## src/rtl/lcd1602_bus_responder.sv

```systemverilog
// Receive side of the 1602 character-LCD write bus: decodes commands and data
// into a shadow 2x16 DDRAM plus controller state, with a registered readback port.
module lcd1602_bus_responder #(
  parameter logic [7:0] BLANK_CHAR = 8'h20,
  parameter logic [6:0] ROW2_BASE  = 7'h40
) (
  input  logic       clk_2ms,
  input  logic       rst,
  input  logic       lcd_en_sel,
  input  logic       rs,
  input  logic       rw,
  input  logic [7:0] db,
  input  logic [4:0] rd_addr,
  output logic [7:0] rd_data,
  output logic [6:0] ac,
  output logic       disp_on,
  output logic       two_line,
  output logic       eight_bit,
  output logic       entry_inc,
  output logic       frame_done,
  output logic       unsup_cmd,
  output logic       bus_err
);

  // Two-line DDRAM map of the controller: 40 addresses per line.
  localparam logic [6:0] LINE1_LAST  = 7'h27;
  localparam logic [6:0] LINE2_FIRST = 7'h40;
  localparam logic [6:0] LINE2_LAST  = 7'h67;

  logic [7:0]  mem [0:31];
  logic [31:0] valid_q, valid_d;
  logic [7:0]  rd_data_q, rd_data_d;
  logic [6:0]  ac_q, ac_d;
  logic        disp_on_q, disp_on_d;
  logic        two_line_q, two_line_d;
  logic        eight_bit_q, eight_bit_d;
  logic        entry_inc_q, entry_inc_d;
  logic        frame_done_q, frame_done_d;
  logic        unsup_cmd_q, unsup_cmd_d;
  logic        bus_err_q, bus_err_d;

  logic       cmd_wr, data_wr, rw_err;
  logic [7:0] row2_off;
  logic       cell_hit;
  logic [4:0] cell_idx;
  logic [6:0] ac_step;

  assign cmd_wr  = lcd_en_sel & ~rw & ~rs;
  assign data_wr = lcd_en_sel & ~rw & rs;
  assign rw_err  = lcd_en_sel & rw;

  // Map the address counter onto one of the 32 visible cells; 8-bit subtract
  // keeps addresses below ROW2_BASE from aliasing into row 2.
  always_comb begin
    row2_off = {1'b0, ac_q} - {1'b0, ROW2_BASE};
    cell_hit = 1'b0;
    cell_idx = {1'b0, ac_q[3:0]};
    if (ac_q < 7'd16) begin
      cell_hit = 1'b1;
    end else if (row2_off < 8'd16) begin
      cell_hit = 1'b1;
      cell_idx = {1'b1, row2_off[3:0]};
    end
  end

  // Off-map addresses (0x28..0x3F, 0x68..0x7F) snap to the nearest line edge.
  always_comb begin
    if (entry_inc_q) begin
      if (ac_q >= LINE1_LAST && ac_q < LINE2_FIRST) begin
        ac_step = LINE2_FIRST;
      end else if (ac_q >= LINE2_LAST) begin
        ac_step = 7'h00;
      end else begin
        ac_step = ac_q + 7'd1;
      end
    end else begin
      if (ac_q > LINE1_LAST && ac_q <= LINE2_FIRST) begin
        ac_step = LINE1_LAST;
      end else if (ac_q == 7'h00 || ac_q > LINE2_LAST) begin
        ac_step = LINE2_LAST;
      end else begin
        ac_step = ac_q - 7'd1;
      end
    end
  end

  always_comb begin
    valid_d      = valid_q;
    ac_d         = ac_q;
    disp_on_d    = disp_on_q;
    two_line_d   = two_line_q;
    eight_bit_d  = eight_bit_q;
    entry_inc_d  = entry_inc_q;
    frame_done_d = 1'b0;
    unsup_cmd_d  = unsup_cmd_q;
    bus_err_d    = bus_err_q;
    rd_data_d    = valid_q[rd_addr] ? mem[rd_addr] : BLANK_CHAR;

    if (rw_err) begin
      bus_err_d = 1'b1;
    end else if (cmd_wr) begin
      casez (db)
        8'b1???????: ac_d = db[6:0];
        8'b01??????: unsup_cmd_d = 1'b1;
        8'b001?????: begin
          eight_bit_d = db[4];
          two_line_d  = db[3];
        end
        8'b0001????: unsup_cmd_d = 1'b1;
        8'b00001???: disp_on_d = db[2];
        8'b000001??: entry_inc_d = db[1];
        8'b0000001?: ac_d = 7'h00;
        8'b00000001: begin
          valid_d     = '0;
          ac_d        = 7'h00;
          entry_inc_d = 1'b1;
        end
        default: ;
      endcase
    end else if (data_wr) begin
      if (cell_hit) begin
        valid_d[cell_idx] = 1'b1;
      end
      frame_done_d = (ac_q == ROW2_BASE + 7'd15);
      ac_d         = ac_step;
    end
  end

  // Character storage carries no reset; the valid mask hides stale contents.
  always_ff @(posedge clk_2ms) begin
    if (data_wr && cell_hit) begin
      mem[cell_idx] <= db;
    end
  end

  always_ff @(posedge clk_2ms or negedge rst) begin
    if (!rst) begin
      valid_q      <= '0;
      rd_data_q    <= BLANK_CHAR;
      ac_q         <= 7'h00;
      disp_on_q    <= 1'b0;
      two_line_q   <= 1'b0;
      eight_bit_q  <= 1'b1;
      entry_inc_q  <= 1'b1;
      frame_done_q <= 1'b0;
      unsup_cmd_q  <= 1'b0;
      bus_err_q    <= 1'b0;
    end else begin
      valid_q      <= valid_d;
      rd_data_q    <= rd_data_d;
      ac_q         <= ac_d;
      disp_on_q    <= disp_on_d;
      two_line_q   <= two_line_d;
      eight_bit_q  <= eight_bit_d;
      entry_inc_q  <= entry_inc_d;
      frame_done_q <= frame_done_d;
      unsup_cmd_q  <= unsup_cmd_d;
      bus_err_q    <= bus_err_d;
    end
  end

  assign rd_data    = rd_data_q;
  assign ac         = ac_q;
  assign disp_on    = disp_on_q;
  assign two_line   = two_line_q;
  assign eight_bit  = eight_bit_q;
  assign entry_inc  = entry_inc_q;
  assign frame_done = frame_done_q;
  assign unsup_cmd  = unsup_cmd_q;
  assign bus_err    = bus_err_q;

endmodule

```

## config.mk

```make
export PLATFORM = sky130hd
export DESIGN_NAME = lcd1602_bus_responder
export DESIGN_NICKNAME = d
export VERILOG_FILES = /design/src/rtl/lcd1602_bus_responder.sv
export SDC_FILE = /design/constraint.sdc
export NUM_CORES = 1
export LEC_CHECK = 0
export CAP_MARGIN = 20
export CELL_PAD_IN_SITES_DETAIL_PLACEMENT = 1
export CELL_PAD_IN_SITES_GLOBAL_PLACEMENT = 1
export CORE_UTILIZATION = 53
export DETAILED_ROUTE_END_ITERATION = 8
export PLACE_DENSITY = 0.83
export SETUP_SLACK_MARGIN = 0.4
export SYNTH_ARGS = -nofsm -noshare
export SYNTH_HDL_FRONTEND = slang
export SYNTH_SLANG_ARGS = --single-unit
```

## constraint.sdc

```tcl
create_clock -name clk_2ms -period 3.1 [get_ports clk_2ms]
set_input_delay 0.62 -clock clk_2ms [delete_from_list [all_inputs] [get_ports clk_2ms]]
set_output_delay 0.62 -clock clk_2ms [all_outputs]
set_load 0.05 [all_outputs]
```

==> results of run 1 <==
-- final cells by class --
class,instances,area (µm²),area share [%]
inverter,8,30.03,0.2010
timing repair buffer,104,917.1,6.139
tap,319,399.1,2.671
multi-input combinational,402,3477,23.27
clock buffer,36,794.5,5.318
clock inverter,21,280.3,1.876
sequential,310,9042,60.52
-- power groups by stage --
stage	Combinational [mW]	Sequential, mW	Clock (mW)
3_3_place_gp	1.64	5.06	0
3_5_place_dp	1.74	5.10	0
5_1_grt	1.93	5.06	4.16
2_1_floorplan	0.933	5.21	0
4_1_cts	1.79	5.03	4.03
6_report	1.82	5.05	4.02
-- cell usage after synthesis (all sizes together), types with 2 or more instances --
cell type / n / area (µm²)
edfxtp: 256 / 7687
a211oi: 2 / 15.01
mux2i: 68 / 680.7
mux2: 6 / 67.56
nor2b: 6 / 37.54
dfstp: 3 / 78.83
a21o: 2 / 15.01
o31ai: 4 / 30.03
a22oi: 8 / 60.06
o21ai: 22 / 110.1
and2: 5 / 31.28
or3: 4 / 30.03
a221o: 7 / 70.07
mux4: 39 / 878.3
dfrtp: 51 / 1276
a221oi: 24 / 210.2
nor2: 49 / 183.9
or4b: 2 / 20.02
ha: 5 / 62.56
nand2b: 3 / 18.77
o21a: 32 / 240.2
a22o: 3 / 26.28
a21oi: 12 / 60.06
nor4: 2 / 12.51
a31oi: 6 / 37.54
clkbuf: 24 / 90.09
and3: 3 / 18.77
nand3: 14 / 70.07
and3b: 2 / 17.52
nand3b: 4 / 30.03
a311oi: 2 / 17.52
nand2: 24 / 90.09
buf: 20 / 141.4
nor3b: 10 / 75.07
o211a: 7 / 70.07
nor3: 9 / 45.04
inv: 7 / 26.28
-- flip-flops by register name (all words and copies together) (netlist names) --
name and count:
mem 256, valid_q 32, rd_data 8, ac 7, bus_err 1, disp_on 1
eight_bit 1, entry_inc 1, frame_done 1, two_line 1, unsup_cmd 1
-- layout by cell type, fill, tap and decap left out, types with 23 or more instances in the layout --
cell type / instances
mux2i_1: 68
clkdlybuf4s50_1: 34
edfxtp_1: 256
buf_4: 61
clkbuf_16: 31
a221oi_1: 23
mux4_2: 39
nor2_1: 49
nand2_1: 24
o21a_1: 32
dfrtp_1: 51
-- kinds of logic (layout without fill, tap and decap cells) --
family	Yosys count	in the layout	synth area share [%]
compound gates	141	141	8.218
mux	113	113	12.73
flops	310	310	70.78
simple gates	143	143	5.730
buf+inv	52	169	2.047
fa+ha+maj	5	5	0.4897
-- metrics by stage --
stage	hold WS [ns]	util, %	area (µm²)
after floorplan	0.3244	-	12770
final	0.2314	63.46	14940
after CTS	0.2377	63.44	14930
after detailed placement	0.4563	58.88	13860
after global placement	0.4429	58.88	13860
after global routing	0.2887	63.46	14940
-- repair_timing --
item / in CTS / in global routing
endpoints found under the hold margin: 0 / 0
setup endpoints to repair: 2 / 1
cloned: 0 / 0
resized for setup: 2 / 1
-- layer usage --
layer	up-vias	part of all wire (%)	track usage [%]
li1	3233	-	-
met1	4101	40	40.94
met2	396	51	52.68
met3	64	6.4	4.405
met4	0	2.4	8.507
met5	-	0	0
-- how the worst max path moves through the flow --
| stage | startpoint | endpoint | slack (ns) |
|---|---|---|---|
| global placement | db[4] | ac[0]$_DFFE_PN0P_ | 0.25 |
| floorplan | rs | mem[10][0]$_DFFE_PP_ | 0.67 |
| CTS | ac[5]$_DFFE_PN0P_ | ac[5] | 0.46 |
| detailed placement | db[4] | ac[0]$_DFFE_PN0P_ | 0.13 |
| global route | ac[5]$_DFFE_PN0P_ | ac[5] | 0.41 |
| finish | ac[5]$_DFFE_PN0P_ | ac[5] | 0.44 |
==> results.tsv, run 1 <==
stage	metric	value	unit
sta	max_freq	375.7	MHz
clocking	cts_tree	done	
grt	grt_pass1_vias	8314	
grt	antenna_found_initial	0	
setup_path	start_kind	flop	
detailed_routing	ant_nets	0	
yosys	synth.distinct_cells	58	
cells_and_area	num-fill-cells	2119	
yosys	avgSynthCellArea	16.72	µm²
grt	grt-ovfl-total	0	
clocking	cts_root_buf	clkbuf_16	
setup_path	end_kind	output port	
setup_path	r2r_start	ac[0]$_DFFE_PN0P_	
sta	finalSetupTns	0	ns
sta	finalClockSkew	0.01431	ns
sta	final.period_utilization	85.87	%
yosys	synth-async-reset-ratio	17.42	%
cells_and_area	drive_gt1_share	19.18	%
setup_path	path_delay_family	buffers and inverters	
clocking	insertion_delay	0.55	ns
placement	dp.cells	1143	
yosys	synth_edf_count	256	
placement	portBuffers	39	
pwr	p_clk_share	36.9	%
setup_path	critPathArrivalTime	2.04	ns
yosys	syn_nets	787	
pwr	p_sw_share	27.86	%
yosys	synth-seq-cells	310	
pwr	p_total	10.89	mW
detailed_routing	initialDrtViolationCount	738	
die	dieWidth	157.3	µm
grt	grt_use_total	30.65	%
setup_path	reg2reg_slack	0.56	ns
cells_and_area	diodes	0	
setup_path	reg2reg_depth	7	
die	fp-row-count	56	
detailed_routing	via_count	7794	
yosys	syn_inst	764	
clocking	cts_setup_buffers	0	
setup_path	cp_num_cells	1	
clocking	clock-sinks	310	
grt	grt_pass1_wl	54460	µm
clocking	holdBufCountCts	0	
sta	worst_slew_pin_slew	0.9733	ns
status	status	finished clean	
cells_and_area	fin_nets	880	
placement	hpwl	22420	µm
setup_path	crit_required	2.48	ns
setup_path	crit_chain	clkdlybuf4s50_1	
sta	setup_viol	0	
pwr	powerDensity	728.7	nW/µm²
die	start_util	54.26	%
yosys	yosysWarnings	0	
sta	slew_headroom	35.12	%
yosys	synth_top_flop_cell	edfxtp_1	
yosys	yosysSeqAreaShare	70.78	%
detailed_routing	routedWlPerCell	30.14	µm
pwr	p_leak	5.367	nW
sta	final-hold-violation-count	0	
die	coreArea	23540	µm²
die	io_pins	40	
setup_path	path_class	flop to output port	
clocking	cts_buffer_depth	3	
clocking	numCtsBuffers	31	
yosys	syn-cell-area	12770	µm²
die	die_y	157.3	µm
sta	drv_slew	0	
cells_and_area	area_delta_synth_final	16.95	%
worst_hold_path	hold_class	primary input to async pin	
job	cap_violations	0	
grt	grt_max_degree	41	
placement	dpl_worst_slack	0.1260	ns
detailed_routing	via_per_inst	6.495	
sta	setup_ws	0.4379	ns
setup_path	critPathSlowestCell	clkdlybuf4s50_1	
clocking	htree_levels	1	
setup_path	crit_buf_inv	1	
pwr	p_sw	3.033	mW
detailed_routing	drt-pass1-iter-count	5	
setup_path	r2r_end	ac[3]$_DFFE_PN0P_	
cells_and_area	stdcell_count	1200	
detailed_routing	wl	36170	µm
pwr	intPower	7.854	mW
die	fp.dieArea	24730	µm²
pwr	power_frac_seq	46.3	%
detailed_routing	drcViolationCount	0	
sta	rsz0062_at_grt	no	
placement	finalWeightedCongestion	0.8487	
setup_path	worst_path_largest_cell_delay	0.89	ns
pwr	p_comb_share	16.8	%
sta	final.min_clock_period	2.662	ns
setup_path	crit_path_max_fanout	13	
pwr	ir_worst_vdd	0.0005984	V
clocking	path_clk_slew	0.07	ns
No activity file was read; power rests on OpenSTA's default activity.
==> inputs of run 2 (changes only) <==
CELL_PAD_IN_SITES_DETAIL_PLACEMENT = unset   (was 1)
CELL_PAD_IN_SITES_GLOBAL_PLACEMENT = unset   (was 1)
CORE_UTILIZATION = 54   (was 53)
PLACE_DENSITY = 0.74   (was 0.83)
==> run 2 against run 1 <==
  * Via count is 4.7% lower
  * Highest routed layer is now met5
  * Critical path depth stayed put
  * Critical endpoint unchanged
  * Count of clock-buffer cells in the layout is 5 higher
==> results.tsv, run 2 (same netlist as run 1, synthesis figures left out) <==
stage	metric	value	unit	change
setup_path	r2r_end	ac[3]$_DFFE_PN0P_		
detailed_routing	via_count	7426		-4.7%
setup_path	r2r_start	ac[0]$_DFFE_PN0P_		
pwr	p_comb_share	16.1	%	-0.7 points
sta	final.period_utilization	85.32	%	-0.55 points
setup_path	end_kind	output port		
detailed_routing	drt-pass1-iter-count	5		unchanged
clocking	cts_root_buf	clkbuf_16		
cells_and_area	area_delta_synth_final	15.51	%	
sta	rsz0062_at_grt	no		
setup_path	critPathSlowestCell	clkdlybuf4s50_1		
cells_and_area	final_area	14760	µm²	-1.2%
pwr	p_sw_share	26.43	%	-1.4 points
setup_path	crit_required	2.48	ns	about the same
grt	grt-ovfl-total	0		unchanged
cells_and_area	layout_common_cells	edfxtp_1 (256), mux2i_1 (68), buf_4 (54)		
die	coreArea	22920	µm²	-2.7%
clocking	numCtsBuffers	31		unchanged
worst_hold_path	hold_class	primary input to async pin		
die	start_util	55.75	%	+1.5 points
pwr	p_sw	2.693	mW	-11%
setup_path	worst_path_largest_cell_delay	0.89	ns	about the same
detailed_routing	drcViolationCount	0		unchanged
setup_path	cp_num_cells	1		unchanged
grt	grt_max_degree	41		unchanged
clocking	path_clk_slew	0.06	ns	about the same
die	dieWidth	155.8	µm	-0.92%
grt	grt_use_total	24.46	%	-6.2 points
cells_and_area	largest_reg_flops	256		unchanged
clocking	cts_tree	done		
sta	drv_slew	0		unchanged
pwr	power_frac_seq	49.4	%	+3.1 points
grt	grt_pass1_vias	7539		-9.3%
detailed_routing	via_per_inst	6.261		-3.6%
pwr	p_leak	5.283	nW	-1.6%
detailed_routing	initialDrtViolationCount	840		+14%
clocking	clock-sinks	310		unchanged
setup_path	crit_chain	clkdlybuf4s50_1		
setup_path	reg2reg_depth	7		unchanged
die	fp.dieArea	24280	µm²	-1.8%
detailed_routing	wl	28660	µm	-21%
setup_path	critPathArrivalTime	2.03	ns	about the same
sta	max_freq	378.1	MHz	+0.64%
detailed_routing	routedWlPerCell	24.16	µm	-20%
detailed_routing	ant_nets	0		unchanged
status	status	finished clean		
sta	whs	0.08324	ns	-0.1481 ns
placement	portBuffers	39		unchanged
clocking	holdBufCountCts	0		unchanged
die	io_pins	40		unchanged
placement	finalWeightedCongestion	0.9747		+15%
placement	hpwl	18280	µm	-18%
sta	final-hold-violation-count	0		unchanged
sta	setup_viol	0		unchanged
cells_and_area	drive_gt1_share	17.87	%	-1.3 points
setup_path	path_class	flop to output port		
sta	finalClockSkew	0.007163	ns	-0.007142 ns
pwr	p_clk_share	34.5	%	-2.4 points
placement	dp.cells	1130		-1.1%
cells_and_area	mostFrequentLayoutCell	edfxtp_1		
job	cap_violations	0		unchanged
die	die_y	155.8	µm	-0.92%
clocking	insertion_delay	0.54	ns	about the same
clocking	cts_buffer_depth	3		unchanged
cells_and_area	fin_nets	873		-0.80%
sta	finalSetupTns	0	ns	unchanged
cells_and_area	stdcell_count	1186		-1.2%
clocking	cts_setup_buffers	0		unchanged
grt	grt_pass1_wl	43900	µm	-19%
sta	slew_headroom	57.46	%	+22 points
pwr	intPower	7.498	mW	-4.5%
setup_path	crit_buf_inv	1		unchanged
clocking	htree_levels	1		unchanged
setup_path	start_kind	flop		
pwr	ir_worst_vdd	0.0005158	V	-14%
setup_path	path_delay_family	buffers and inverters		
sta	worst_slew_pin_slew	0.6381	ns	-0.3351 ns
cells_and_area	diodes	0		unchanged
sta	final.min_clock_period	2.645	ns	-0.01698 ns
placement	dpl-instance-area	13800	µm²	-0.43%
die	fp-row-count	55		-1.8%
setup_path	crit_path_max_fanout	13		unchanged
setup_path	reg2reg_slack	0.73	ns	+0.17 ns
cells_and_area	top_register	mem		
pwr	powerDensity	690.6	nW/µm²	-5.2%
grt	antenna_found_initial	1		+1
## run 2: what timing repair did
item                                   in CTS  in global routing
setup endpoints to repair                   3                  0
resized for setup                           3                  0
endpoints found under the hold margin       0                  0
## run 2: worst max path at each step
stage	endpoint	start	slack (ns)
after global routing	ac[5]	ac[5]$_DFFE_PN0P_	0.41
after global placement	ac[0]$_DFFE_PN0P_	db[4]	0.19
after detailed placement	ac[0]$_DFFE_PN0P_	db[4]	0.12
after floorplan	mem[10][0]$_DFFE_PP_	rs	0.67
final	ac[5]	ac[5]$_DFFE_PN0P_	0.45
after CTS	ac[5]	ac[5]$_DFFE_PN0P_	0.46
## run 2: metrics by stage
step	total power [mW]	util [%]	worst slack (ns)
6_report	10.19	64.40	0.4549
3_5_place_dp	6.719	60.23	0.1195
4_1_cts	10.21	64.40	0.4612
3_3_place_gp	6.650	60.23	0.1945
2_1_floorplan	6.141	-	0.6688
5_1_grt	10.52	64.40	0.4077
## run 2: layout make-up
type	instances	area (µm²)
flip-flops and latches	310	9042
fillers	1526	8159
multi-input cells	402	3471
repair buffers	97	863.3
clock buffers	41	813.3
well taps	313	391.6
clock inverters	15	145.1
inverters	8	30.03
## run 2: layer usage
metal | global-route usage (%) | up-vias | share of wire (%)
met2 | 39.05 | 375 | 47
met5 | 0 | - | 0.045
met1 | 35.43 | 3772 | 42
met3 | 2.750 | 52 | 7.3
li1 | - | 3225 | -
met4 | 8.357 | 2 | 3.0
## run 2: power by group through the flow
stage | Combinational (mW) | Clock (mW) | Sequential (mW)
6_report | 1.64 | 3.52 | 5.03
5_1_grt | 1.75 | 3.72 | 5.05
4_1_cts | 1.63 | 3.56 | 5.02
3_5_place_dp | 1.62 | 0 | 5.10
3_3_place_gp | 1.57 | 0 | 5.08
2_1_floorplan | 0.933 | 0 | 5.21
==> inputs of run 3 (changes only) <==
PLACE_DENSITY = 0.73   (was 0.74)
==> run 3 against run 2 <==
  * Final cell count up 0.93%
  * Wire length rose by 2.1%
  * Register-to-register slack got worse by 0.06 ns
  * Die area unchanged
  * Critical path depth unchanged
  * Setup slack improved by 0.0037 ns
  * Count of clock-buffer cells in the layout increased by 5
  * Combinational power about the same
  * Design area increased by 1.3%
  * Critical path type unchanged
  * Highest routed layer is now met4
==> results.tsv, run 3 (same netlist as run 1, synthesis figures left out) <==
stage	metric	value	unit	change
detailed_routing	routedWlPerCell	24.43	µm	+1.1%
setup_path	worst_path_largest_cell_delay	0.89	ns	about the same
placement	dp.cells	1135		+0.44%
placement	finalWeightedCongestion	0.8814		-9.6%
setup_path	path_class	flop to output port		
sta	final-hold-violation-count	0		unchanged
setup_path	crit_chain	clkdlybuf4s50_1		
die	fp.dieArea	24280	µm²	unchanged
setup_path	cp_num_cells	1		unchanged
setup_path	reg2reg_slack	0.67	ns	-0.06 ns
grt	grt_pass1_vias	7406		-1.8%
setup_path	start_kind	flop		
worst_hold_path	hold_class	primary input to async pin		
setup_path	path_delay_family	buffers and inverters		
placement	hpwl	18960	µm	+3.7%
pwr	p_leak	5.376	nW	+1.8%
clocking	cts_tree	done		
pwr	p_sw	2.813	mW	+4.4%
placement	portBuffers	39		unchanged
pwr	ir_worst_vdd	0.0005558	V	+7.8%
status	status	finished clean		
setup_path	end_kind	output port		
cells_and_area	multi_input_area	3471	µm²	unchanged
setup_path	crit_required	2.48	ns	about the same
cells_and_area	mostFrequentLayoutCell	edfxtp_1		
clocking	path_clk_slew	0.06	ns	about the same
sta	rsz0062_at_grt	no		
clocking	holdBufCountCts	0		unchanged
clocking	insertion_delay	0.51	ns	-0.03 ns
grt	grt_max_degree	42		+2.4%
grt	grt-ovfl-total	0		unchanged
cells_and_area	top_register	mem		
cells_and_area	num-fill-cells	1551		+1.6%
detailed_routing	ant_nets	0		unchanged
sta	final.min_clock_period	2.641	ns	-0.003710 ns
job	cap_violations	0		unchanged
die	dieWidth	155.8	µm	unchanged
clocking	cts_root_buf	clkbuf_16		
setup_path	crit_path_max_fanout	13		unchanged
pwr	power_frac_seq	47.0	%	-2.4 points
cells_and_area	area_delta_synth_final	17.01	%	
cells_and_area	layout_common_cells	edfxtp_1 (256), mux2i_1 (68), buf_4 (60)		
sta	finalSetupTns	0	ns	unchanged
clocking	htree_levels	2		+1
die	fp-row-count	55		unchanged
cells_and_area	largest_reg_flops	256		unchanged
setup_path	reg2reg_depth	7		unchanged
sta	worst_slew_pin_slew	0.6571	ns	+0.01899 ns
grt	antenna_found_initial	1		unchanged
cells_and_area	fin_nets	881		+0.92%
pwr	p_clk_share	37.5	%	+3.0 points
setup_path	crit_start	ac[5]$_DFFE_PN0P_		
clocking	numCtsBuffers	34		+9.7%
setup_path	r2r_start	ac[0]$_DFFE_PN0P_		
sta	drv_slew	0		unchanged
setup_path	critPathArrivalTime	2.02	ns	about the same
detailed_routing	drt-pass1-iter-count	5		unchanged
setup_path	critPathSlowestCell	clkdlybuf4s50_1		
pwr	p_comb_share	15.4	%	-0.7 points
pwr	intPower	7.885	mW	+5.2%
sta	setup_ws	0.4586	ns	+0.003710 ns
grt	grt_use_total	25.14	%	+0.68 points
grt	grt_pass1_wl	44680	µm	+1.8%
die	coreArea	22920	µm²	unchanged
setup_path	r2r_end	ac[3]$_DFFE_PN0P_		
pwr	p_sw_share	26.29	%	-0.13 points
die	start_util	55.75	%	unchanged
placement	dpl_worst_slack	0.1624	ns	+0.04290 ns
die	die_y	155.8	µm	unchanged
detailed_routing	wl	29250	µm	+2.1%
cells_and_area	register_area	9042	µm²	unchanged
setup_path	critPathCapture	ac[5]		
sta	final.period_utilization	85.21	%	-0.12 points
pwr	powerDensity	715.7	nW/µm²	+3.6%
setup_path	crit_buf_inv	1		unchanged
cells_and_area	drive_gt1_share	18.80	%	+0.93 points
sta	slew_headroom	56.03	%	-1.4 points
cells_and_area	stdcell_count	1197		+0.93%
detailed_routing	initialDrtViolationCount	688		-18%
detailed_routing	via_per_inst	6.201		-0.97%
clocking	cts_buffer_depth	3		unchanged
clocking	cts_setup_buffers	0		unchanged
sta	max_freq	378.6	MHz	+0.14%
detailed_routing	via_count	7422		-0.054%
sta	finalClockSkew	0.02292	ns	+0.01575 ns
sta	setup_viol	0		unchanged
detailed_routing	drcViolationCount	0		unchanged
die	io_pins	40		unchanged
clocking	clock-sinks	310		unchanged
## run 3: cell count changes in the layout (fill, tap and decap cells not counted), sizes merged
cell          delta
clkinv           -5
bufinv           +1
clkbuf           +5
buf              +5
dlymetal6s2s     +1
diode            +1
inv              +2
clkinvlp         +2
dlygate4sd2      -1
## run 3: how the worst min path moves through the flow
stage                             to  slack (ns)  cells after the start
2_1_floorplan      ac[0]$_DFFE_PN0P_        0.32                      0
3_3_place_gp     bus_err$_DFFE_PN0P_        0.44                      1
3_5_place_dp     bus_err$_DFFE_PN0P_        0.45                      1
4_1_cts        unsup_cmd$_DFFE_PN0P_       0.009                      1
5_1_grt          bus_err$_DFFE_PN0P_        0.02                      1
6_report         bus_err$_DFFE_PN0P_       0.005                      1
## run 3: layer usage
layer	up-vias	routed length (µm)	global-route usage (%)	part of all wire (%)
li1	3252	-	-	-
met1	3763	12120	35.55	41
met2	362	14170	40.28	48
met3	45	2342	4.361	8.0
met4	0	620	7.656	2.1
met5	-	0	0	0
## run 3: final cells by class
class	count	area share [%]
Antenna cell	1	0.01674
Clock buffer	46	6.269
Clock inverter	15	1.214
Inverter	8	0.2009
Multi-Input combinational cell	402	23.22
Sequential cell	310	60.49
Tap cell	313	2.620
Timing Repair Buffer	102	5.968
## run 3: power by group through the flow
stage | sequential, mW | combinational (mW) | clock, mW
floorplan | 5.21 | 0.933 | 0
finish | 5.03 | 1.65 | 4.02
detailed placement | 5.10 | 1.64 | 0
CTS | 5.02 | 1.65 | 4.04
global placement | 5.08 | 1.61 | 0
global route | 5.06 | 1.77 | 4.21
## run 3: repair_timing
action,CTS,global route
resized for setup,2,1
cloned,0,0
endpoints found under the setup margin,2,1
endpoints found under the hold margin,0,0
## run 3: stage by stage
stage | hold WS [ns] | utilization (%) | power, mW | instance area (µm²)
floorplan | 0.3244 | - | 6.141 | 12770
global placement | 0.4427 | 60.34 | 6.681 | 13830
detailed placement | 0.4455 | 60.34 | 6.734 | 13830
CTS | 0.009403 | 65.21 | 10.70 | 14940
global route | 0.02327 | 65.22 | 11.03 | 14950
finish | 0.005036 | 65.23 | 10.70 | 14950
